[src/rtl/fifo_drain_pkg.sv]
// fifo_drain_pkg: shared types for the FIFO drain packer.
//   STATE_W : width of the drain FSM state encoding
//   state_e : drain FSM states (IDLE=0, FILL=1, WRITE=2, DONE=3)
package fifo_drain_pkg;

    localparam int unsigned STATE_W = 2;

    typedef enum logic [STATE_W-1:0] {
        IDLE  = 2'd0,
        FILL  = 2'd1,
        WRITE = 2'd2,
        DONE  = 2'd3
    } state_e;

endpackage

[src/rtl/fifo_drain_packer_if.sv]
// fifo_drain_packer_if: control, FIFO read and SRAM write signals of the drain packer.
//   start/len/base_addr : drain request from the core controller
//   fifo_out/fifo_empty : FIFO head entry and empty flag; fifo_rd pops it
//   mem_we/mem_addr/mem_d : SRAM write port
//   busy/done : status back to the controller
// Modport master is the packer, slave is its environment.
interface fifo_drain_packer_if #(
    parameter int unsigned bw     = 4,
    parameter int unsigned simd   = 1,
    parameter int unsigned pack   = 4,
    parameter int unsigned addr_w = 11
) ();

    localparam int unsigned E = simd * bw;
    localparam int unsigned W = pack * E;

    logic              start;
    logic [addr_w:0]   len;
    logic [addr_w-1:0] base_addr;
    logic [E-1:0]      fifo_out;
    logic              fifo_empty;
    logic              fifo_rd;
    logic              mem_we;
    logic [addr_w-1:0] mem_addr;
    logic [W-1:0]      mem_d;
    logic              busy;
    logic              done;

    modport master (
        input  start, len, base_addr, fifo_out, fifo_empty,
        output fifo_rd, mem_we, mem_addr, mem_d, busy, done
    );

    modport slave (
        output start, len, base_addr, fifo_out, fifo_empty,
        input  fifo_rd, mem_we, mem_addr, mem_d, busy, done
    );

endinterface

[src/rtl/fifo_drain_packer_relu_lane.sv]
// drain_relu_lane: clamps one two's-complement lane to zero when negative.
//   lane_i : bw-bit signed lane in
//   lane_o : lane_i if non-negative, else 0
// Only compiled when FIFO_DRAIN_RELU_EN is defined.
`ifdef FIFO_DRAIN_RELU_EN
module drain_relu_lane #(
    parameter int unsigned bw = 4
) (
    input  logic [bw-1:0] lane_i,
    output logic [bw-1:0] lane_o
);

    assign lane_o = lane_i[bw-1] ? '0 : lane_i;

endmodule
`endif

[src/rtl/fifo_drain_packer.sv]
// fifo_drain_packer: pops FIFO entries, packs `pack` of them per SRAM word and
// writes `len` words from base_addr upward, then pulses done.
//   rd_clk : clock (FIFO read side)
//   reset  : synchronous, active-high
//   bus    : fifo_drain_packer_if.master (control, FIFO read, SRAM write, status)
// Macro FIFO_DRAIN_RELU_EN: clamp negative lanes to zero on capture.
module fifo_drain_packer
    import fifo_drain_pkg::*;
#(
    parameter int unsigned bw     = 4,
    parameter int unsigned simd   = 1,
    parameter int unsigned pack   = 4,
    parameter int unsigned addr_w = 11
) (
    input  logic rd_clk,
    input  logic reset,
    fifo_drain_packer_if.master bus
);

    localparam int unsigned E      = simd * bw;
    localparam int unsigned W      = pack * E;
    localparam int unsigned CNT_W  = addr_w + 1;
    localparam int unsigned SLOT_W = (pack > 1) ? $clog2(pack) : 1;

    state_e             state_q;
    logic [SLOT_W-1:0]  slot_q;
    logic [CNT_W-1:0]   word_q;
    logic [CNT_W-1:0]   len_q;
    logic [addr_w-1:0]  base_q;
    logic [addr_w-1:0]  addr_q;
    logic [W-1:0]       pack_q;
    logic [W-1:0]       mem_d_q;
    logic               we_q;
    logic               busy_q;
    logic               done_q;

    logic [E-1:0]       entry_c;
    logic [W-1:0]       pack_c;
    logic               pop_c;
    logic               last_slot_c;
    logic               last_word_c;

    // Per-lane conditioning of the FIFO head entry
`ifdef FIFO_DRAIN_RELU_EN
    for (genvar l = 0; l < simd; l++) begin : g_relu
        drain_relu_lane #(.bw(bw)) u_lane (
            .lane_i (bus.fifo_out[l*bw +: bw]),
            .lane_o (entry_c[l*bw +: bw])
        );
    end
`else
    assign entry_c = bus.fifo_out;
`endif

    // Packed word with the current entry merged into slot slot_q
    always_comb begin
        pack_c = pack_q;
        for (int k = 0; k < pack; k++) begin
            if (slot_q == SLOT_W'(k)) begin
                pack_c[k*E +: E] = entry_c;
            end
        end
    end

    assign pop_c       = (state_q == FILL) && !bus.fifo_empty;
    assign last_slot_c = (slot_q == SLOT_W'(pack - 1));
    assign last_word_c = (CNT_W'(word_q + 1'b1) == len_q);

    // Drain FSM with registered SRAM and status outputs
    always_ff @(posedge rd_clk) begin
        if (reset) begin
            state_q <= IDLE;
            slot_q  <= '0;
            word_q  <= '0;
            len_q   <= '0;
            base_q  <= '0;
            addr_q  <= '0;
            pack_q  <= '0;
            mem_d_q <= '0;
            we_q    <= 1'b0;
            busy_q  <= 1'b0;
            done_q  <= 1'b0;
        end else begin
            we_q   <= 1'b0;
            done_q <= 1'b0;
            case (state_q)
                IDLE: begin
                    if (bus.start) begin
                        len_q  <= bus.len;
                        base_q <= bus.base_addr;
                        slot_q <= '0;
                        word_q <= '0;
                        busy_q <= 1'b1;
                        if (bus.len == '0) begin
                            state_q <= DONE;
                            done_q  <= 1'b1;
                        end else begin
                            state_q <= FILL;
                        end
                    end
                end
                FILL: begin
                    if (pop_c) begin
                        pack_q <= pack_c;
                        if (last_slot_c) begin
                            // Launch the write so mem_we is high during WRITE
                            state_q <= WRITE;
                            we_q    <= 1'b1;
                            mem_d_q <= pack_c;
                            addr_q  <= base_q + addr_w'(word_q);
                            slot_q  <= '0;
                        end else begin
                            slot_q <= slot_q + 1'b1;
                        end
                    end
                end
                WRITE: begin
                    word_q <= word_q + 1'b1;
                    slot_q <= '0;
                    if (last_word_c) begin
                        state_q <= DONE;
                        done_q  <= 1'b1;
                    end else begin
                        state_q <= FILL;
                    end
                end
                DONE: begin
                    state_q <= IDLE;
                    busy_q  <= 1'b0;
                end
                default: begin
                    state_q <= IDLE;
                    busy_q  <= 1'b0;
                end
            endcase
        end
    end

    assign bus.fifo_rd  = pop_c;
    assign bus.mem_we   = we_q;
    assign bus.mem_addr = addr_q;
    assign bus.mem_d    = mem_d_q;
    assign bus.busy     = busy_q;
    assign bus.done     = done_q;

endmodule

[src/flat_wrapper.sv]
// flat-port wrapper written by rule: the top's interface ports become plain ports
module fifo_drain_packer_flat import fifo_drain_pkg::*;
#(
    parameter int unsigned bw     = 4,
    parameter int unsigned simd   = 1,
    parameter int unsigned pack   = 4,
    parameter int unsigned addr_w = 11
)
  (rd_clk, reset, bus_start, bus_len, bus_base_addr, bus_fifo_out, bus_fifo_empty, bus_fifo_rd, bus_mem_we, bus_mem_addr, bus_mem_d, bus_busy, bus_done);
  fifo_drain_packer_if #(.bw(bw), .simd(simd), .pack(pack), .addr_w(addr_w)) bus_i ();
  input  logic rd_clk;
  input  logic reset;
  input wire logic [$bits(bus_i.start)-1:0] bus_start;
  input wire logic [$bits(bus_i.len)-1:0] bus_len;
  input wire logic [$bits(bus_i.base_addr)-1:0] bus_base_addr;
  input wire logic [$bits(bus_i.fifo_out)-1:0] bus_fifo_out;
  input wire logic [$bits(bus_i.fifo_empty)-1:0] bus_fifo_empty;
  output wire logic [$bits(bus_i.fifo_rd)-1:0] bus_fifo_rd;
  output wire logic [$bits(bus_i.mem_we)-1:0] bus_mem_we;
  output wire logic [$bits(bus_i.mem_addr)-1:0] bus_mem_addr;
  output wire logic [$bits(bus_i.mem_d)-1:0] bus_mem_d;
  output wire logic [$bits(bus_i.busy)-1:0] bus_busy;
  output wire logic [$bits(bus_i.done)-1:0] bus_done;
  assign bus_i.start = bus_start;
  assign bus_i.len = bus_len;
  assign bus_i.base_addr = bus_base_addr;
  assign bus_i.fifo_out = bus_fifo_out;
  assign bus_i.fifo_empty = bus_fifo_empty;
  assign bus_fifo_rd = bus_i.fifo_rd;
  assign bus_mem_we = bus_i.mem_we;
  assign bus_mem_addr = bus_i.mem_addr;
  assign bus_mem_d = bus_i.mem_d;
  assign bus_busy = bus_i.busy;
  assign bus_done = bus_i.done;
  fifo_drain_packer #(.bw(bw), .simd(simd), .pack(pack), .addr_w(addr_w)) u_core (.rd_clk(rd_clk), .reset(reset), .bus(bus_i));
endmodule
[config.mk]
export PLATFORM = sky130hd
export DESIGN_NAME = fifo_drain_packer_flat
export DESIGN_NICKNAME = d
export VERILOG_FILES = /design/src/rtl/fifo_drain_pkg.sv /design/src/rtl/fifo_drain_packer_if.sv /design/src/rtl/fifo_drain_packer_relu_lane.sv /design/src/rtl/fifo_drain_packer.sv /design/src/flat_wrapper.sv
export SDC_FILE = /design/constraint.sdc
export NUM_CORES = 1
export LEC_CHECK = 0
export BUFFER_PORTS_ARGS = -buffer_cell sky130_fd_sc_hd__buf_2
export CAP_MARGIN = 20
export CORE_ASPECT_RATIO = 0.9
export CORE_MARGIN = 2
export CORE_UTILIZATION = 50
export CTS_CLUSTER_SIZE = 28
export DETAILED_ROUTE_END_ITERATION = 10
export PLACE_DENSITY = 0.74
export SLEW_MARGIN = 5
export SYNTH_ARGS = -nofsm -noshare
export SYNTH_HDL_FRONTEND = slang
export SYNTH_SLANG_ARGS = --single-unit
export TNS_END_PERCENT = 50
[constraint.sdc]
create_clock -name rd_clk -period 2.3 [get_ports rd_clk]
set_clock_uncertainty 0.1 [all_clocks]
set_input_delay 0.46 -clock rd_clk [delete_from_list [all_inputs] [get_ports rd_clk]]
set_output_delay 0.46 -clock rd_clk [all_outputs]
set_load 0.1 [all_outputs]
Yosys cells after proc, flatten, opt, wreduce, memory -nomap -nowiden
Index checks and enable logic that the tools add are counted.
{"block": "classes", "add_sub_neg": 3, "n_reduce_logical": 16, "eq_ne": 10, "bitwise": 2, "n_mux": 23}
{"cell": "$pmux 12 s2", "n": 1}
{"cell": "$mux 2", "n": 8}
{"cell": "$mux 4", "n": 4}
{"cell": "$add 12x1->12 const B", "n": 1}
{"cell": "$eq 12x12->1", "n": 1}
{"cell": "$logic_not 12->1", "n": 1}
{"cell": "$mux 12", "n": 1}
{"cell": "$add 11x11->11", "n": 1}
{"cell": "$reduce_and 3->1", "n": 3}
{"cell": "$eq 2x2->1 const B", "n": 4}
{"cell": "$pmux 2 s4", "n": 1}
{"cell": "$reduce_and 2->1", "n": 4}
{"cell": "$pmux 2 s3", "n": 1}
{"cell": "$mux 1", "n": 5}
{"cell": "$eq 2x1->1 const B", "n": 2}
{"cell": "$logic_not 2->1", "n": 2}
{"cell": "$ne 2x2->1 const B", "n": 2}
{"cell": "$pmux 1 s2", "n": 2}
{"cell": "$reduce_bool 2->1", "n": 2}
{"cell": "$reduce_bool 3->1", "n": 1}
{"cell": "$reduce_or 3->1", "n": 1}
{"cell": "$add 2x1->2 const B", "n": 1}
{"cell": "$ne 2x1->1 const B", "n": 1}
{"cell": "$not 1->1", "n": 2}
{"cell": "other kinds (2)", "n": 2}
{"block": "word_totals", "ff_bits": 85, "elab_cells": 65, "out_inout_bits": 31}

Longest topological paths before layout
{"block": "logic_depth", "ltp_word": 4, "ltp_mapped": 8, "ltp_nobuf": 8}

Worst setup path before layout
Ideal clock, no wire load.
{"block": "synth_path", "path_kind": "input-to-reg", "start": "input port bus_fifo_empty", "end": "register u_core.pack_q[0]", "arrival_time_ps": 2555, "path_buffers": 1, "path_stages": 5, "setup_time_ps": 128, "setup_slack_ps": -482, "t_required_ps": 2072, "path_cell_list": "nor2_1 > and2_1 > clkbuf_1 > mux2i_1 > nor2_1"}
{"block": "synth_via", "elab_chain_cells": 3}
{"item": "start: declaration", "line_no": "flat_wrapper.sv:17", "rtl": "input wire logic [$bits(bus_i.fifo_empty)-1:0] bus_fifo_empty;"}
{"item": "$logic_not 1->1", "line_no": "fifo_drain_packer.sv:65", "rtl": "assign pop_c = (state_q == FILL) && !bus.fifo_empty;"}
{"item": "$logic_and 1x1->1", "line_no": "fifo_drain_packer.sv:65"}
{"item": "$reduce_and 2->1 (no line)"}
{"item": "end signal: assignment", "line_no": "fifo_drain_packer.sv:104", "rtl": "pack_q <= pack_c;"}
{"item": "end: declaration", "line_no": "fifo_drain_packer.sv:31", "rtl": "logic [W-1:0] pack_q;"}
No other way between the ends.
A chain may end at the register's enable or synchronous reset.

Final worst setup path
{"block": "layout_path", "start": "register u_core.word_q[0]", "end": "register u_core.addr_q[6] (netlist: u_core.bus.mem_addr[6])"}
{"block": "layout_via", "elab_chain_cells": 1}
{"item": "start: declaration", "line_no": "fifo_drain_packer.sv:27", "rtl": "logic [CNT_W-1:0] word_q;"}
{"item": "start signal: assignment", "line_no": "fifo_drain_packer.sv:118", "rtl": "word_q <= word_q + 1'b1;"}
{"item": "$add 11x11->11", "line_no": "fifo_drain_packer.sv:110", "rtl": "addr_q <= base_q + addr_w'(word_q);"}
{"item": "end signal: assignment", "line_no": "fifo_drain_packer.sv:110"}
{"item": "end: declaration", "line_no": "fifo_drain_packer.sv:30", "rtl": "logic [addr_w-1:0] addr_q;"}
No other way between the ends.

==> results.md <==
* First-pass GRT wire length at 15.5 mm
* Die Wd at 99.1 um
* Sw Ratio at 0.285
* Main synth FF type: dfxtp_1
* Initial DRT Pass Iterations at 5
* R2r worst-path depth at 10
* Final Hold Violating Endpoints at 0
* Starting density of the core at 0.509
* Place WS at -0.0674 ns
* Syn_nets at 536
* Syn_area_per_cell at 8.32 um^2
* TritonCTS clock tree: done
* Flop2flop setup slack at 0.09 ns
* Hold WC Path Type: input port to flip-flop
* Vias in the first global route at 3251
* Core area at 7990 um^2
* DP HPWL at 6.78 mm
* Util after Layout at 0.596
* Worst Hold Endpoint: u_core.base_q[1]$_SDFFE_PP0P_
* Final setup fails at 0
* DRT iter0 DRCs at 140
* CP cell instances: ha_2 > fa_2 > a211oi_4 > buf_4 > buf_4 > o21bai_1 > a21oi_1 > xnor2_1 > nand2_1 > a21oi_2
* DRC viols at 0
* IO Count at 62
* Slowest-stage cell, CP: fa_2
* Average wire per standard cell at 14.5 um
* Post-Syn Instances at 489
* Crit path required time at 2.50 ns
* Most frequent cells in the layout: nand2_1, dfxtp_1, buf_2
* Seq/Total Area, Yosys at 0.399
* # clock sinks at 81
* Synth unique cells at 51
* Slew Limit Fails at 0
* Seq cells post-synth at 81
* PnR Total Power at 2.94 mW
* Worst-Skew Late Latency at 0.36 ns
* Crit path largest cell delay at 0.42 ns
* Comb power frac at 0.117
* Max-cap viol count at 0
* Internal power at 2.10 mW
* Final Critical Period at 2.21 ns
* Total CTS buffers at 9
* Worst Setup End Kind: flip-flop
* GP Congestion at 0.866
* Nets at 593
* Final Non-Filler Cells at 650
* NetSw at 0.839 mW
* Leak Pwr at 1.89 nW
* Tot GR Track Use at 0.219
* R2r startpoint: u_core.word_q[0]$_SDFFE_PP0P_
* Clock transition at path regs at 0.09 ns
* Post-Syn Area at 4070 um^2
* WHS Path Cells at 3
* Synth async-reset ratio at 0
* Status: complete, no violations
* Die Span Y at 89.6 um
* CTS root buf: clkbuf_8
* Antenna fix cells at 0
* Most frequent CP cell: buf_4
* R2r endpoint: u_core.bus.mem_addr[6]$_SDFFE_PP0P_
* Period utilization at 0.960
* Placed insts at 633
* Remaining antenna violation count at 0
* Clock power share at 0.378
* Placed cell area at 4490 um^2
* Crit path max fanout at 3
* Hold_sp: bus_base_addr[1]
* WS Path Type: flip-flop to flip-flop
* Largest net degree at the start of global routing at 42
* # rows at 31
* Critical Path Start Type: flip-flop
* Overflow after GRT at 0
* Routed WL at 9.44 mm
* Yosys Warn Count at 0
* # hold bufs at CTS at 0
* FILL cells at 693
* Share of layout cells above drive strength 1 at 0.214
* Bufs on Longest Clock Path at 2
* Headroom to the max-slew limit at 0.673
* Measured slew at the worst slew-check pin at 0.493 ns
* Via-to-Cell Ratio at 5.54
* Number of synthesized flops with an enable pin at 0
* RSZ-0062 raised after global routing: true
* Setup TNS at 0 ns
* Die Area at 8880 um^2
* Depth of the CTS H-tree at 3
* Hold Slack at 0.231 ns
* Fmax at 453 MHz
* Pwr Density at 618 nW/um^2
* Sequential fraction of design power at 0.505
* Synth-to-Final Area Change at 16.9%
* Post-route cell area at 4760 um^2
* Worst VDD drop at 386 uV
* Arrival time at the worst endpoint at 2.41 ns
* Initial antenna violation count at 0
* Via Count at 3604
* Port bufs at 61
* Post-route setup slack at 0.0910 ns
## worst max-delay path by stage
stage | start | depth (start not counted) | to
6_report | u_core.word_q[0]$_SDFFE_PP0P_ | 10 | u_core.bus.mem_addr[6]$_SDFFE_PP0P_
2_1_floorplan | u_core.word_q[0]$_SDFFE_PP0P_ | 8 | u_core.bus.mem_addr[10]$_SDFFE_PP0P_
3_5_place_dp | u_core.word_q[0]$_SDFFE_PP0P_ | 8 | u_core.bus.mem_addr[10]$_SDFFE_PP0P_
4_1_cts | u_core.word_q[1]$_SDFFE_PP0P_ | 7 | u_core.bus.done$_SDFF_PP0_
3_3_place_gp | u_core.word_q[0]$_SDFFE_PP0P_ | 8 | u_core.bus.mem_addr[10]$_SDFFE_PP0P_
5_1_grt | u_core.word_q[0]$_SDFFE_PP0P_ | 10 | u_core.bus.mem_addr[6]$_SDFFE_PP0P_
## cells by family (layout without fill, tap and decap cells)
group | Yosys count | count (layout) | share of synthesized area
mux | 25 | 25 | 0.0618
simple gates | 188 | 188 | 0.217
compound gates | 119 | 119 | 0.183
xor+xnor | 22 | 22 | 0.0474
flops | 81 | 81 | 0.399
fa+ha+maj | 16 | 16 | 0.0510
buf+inv | 38 | 100 | 0.0409
## worst max-delay path, delay by kind of cell, from the launching register on
kind | cells | cell delay [ns]
AOI/OAI and AO/OA | 4 | 0.62
xor gates and xnor gates | 1 | 0.13
DFF | 1 | 0.36
adders and majority gates | 2 | 0.62
and+or+nand+nor | 1 | 0.08
buffers and inverters | 2 | 0.24
## synth_stat cells, types with 2 or more instances
library cell,count,area share
a311oi_1,2,0.0043
or2b_1,2,0.0037
a211o_1,3,0.0065
nand2_1,78,0.072
a21oi_1,53,0.065
nor4_1,9,0.014
nor4b_1,2,0.0043
nor2b_1,6,0.0092
a211oi_1,18,0.033
o21ai_1,2,0.0025
xor2_1,7,0.015
and2_1,3,0.0046
nand2b_1,5,0.0077
a21o_1,2,0.0037
mux2i_1,24,0.059
nor3_1,7,0.0086
clkbuf_1,26,0.024
nand3_4,2,0.0086
dfxtp_1,81,0.40
ha_1,15,0.046
inv_1,3,0.0028
buf_4,2,0.0037
or3_1,4,0.0061
nand3b_1,3,0.0055
xnor2_1,15,0.032
and3_1,3,0.0046
nand3_1,6,0.0074
o21bai_1,4,0.0074
buf_1,4,0.0037
o21a_1,4,0.0074
o211ai_1,4,0.0074
o21ai_0,16,0.020
a22oi_1,2,0.0037
a31oi_1,2,0.0031
a2111oi_2,2,0.0074
buf_6,2,0.0055
nor2_1,52,0.048
## sequential cells by signal, indices dropped and copies added, names as in the netlist, 2 cells and up
register	cells
u_core.bus.mem_d	16
u_core.len_q	12
u_core.pack_q	12
u_core.word_q	12
u_core.base_q	11
u_core.bus.mem_addr	11
u_core.slot_q	2
u_core.state_q	2
## final cells by class
| cell class | instances | area (um^2) | share of cell area |
|---|---|---|---|
| Multi-Input combinational cell | 370 | 2330 | 0.490 |
| Sequential cell | 81 | 1630 | 0.342 |
| Timing Repair Buffer | 81 | 458 | 0.0962 |
| Clock buffer | 9 | 124 | 0.0260 |
| Tap cell | 99 | 124 | 0.0260 |
| Clock inverter | 7 | 85.1 | 0.0179 |
| Inverter | 3 | 11.3 | 0.00237 |
## metal layers
metal  track usage  wire length (um)
met5             0                 0
met4        0.0610                65
met3        0.0565               560
met2         0.353              4330
met1         0.296              4480
## power groups by stage
stage	Combinational, mW	Clock (mW)	Sequential, mW
after global placement	0.332	0	1.51
after floorplan	0.230	0	1.52
final	0.343	1.11	1.49
after global routing	0.382	1.20	1.49
after detailed placement	0.338	0	1.52
after CTS	0.341	1.13	1.48
## repair_timing
item                                   CTS  global route
setup endpoints to repair                3             5
pin swaps                                1             7
resized for setup                        4             8
setup buffers                            1             0
endpoints found under the hold margin    0             0
(Power assumes the default switching activity.)
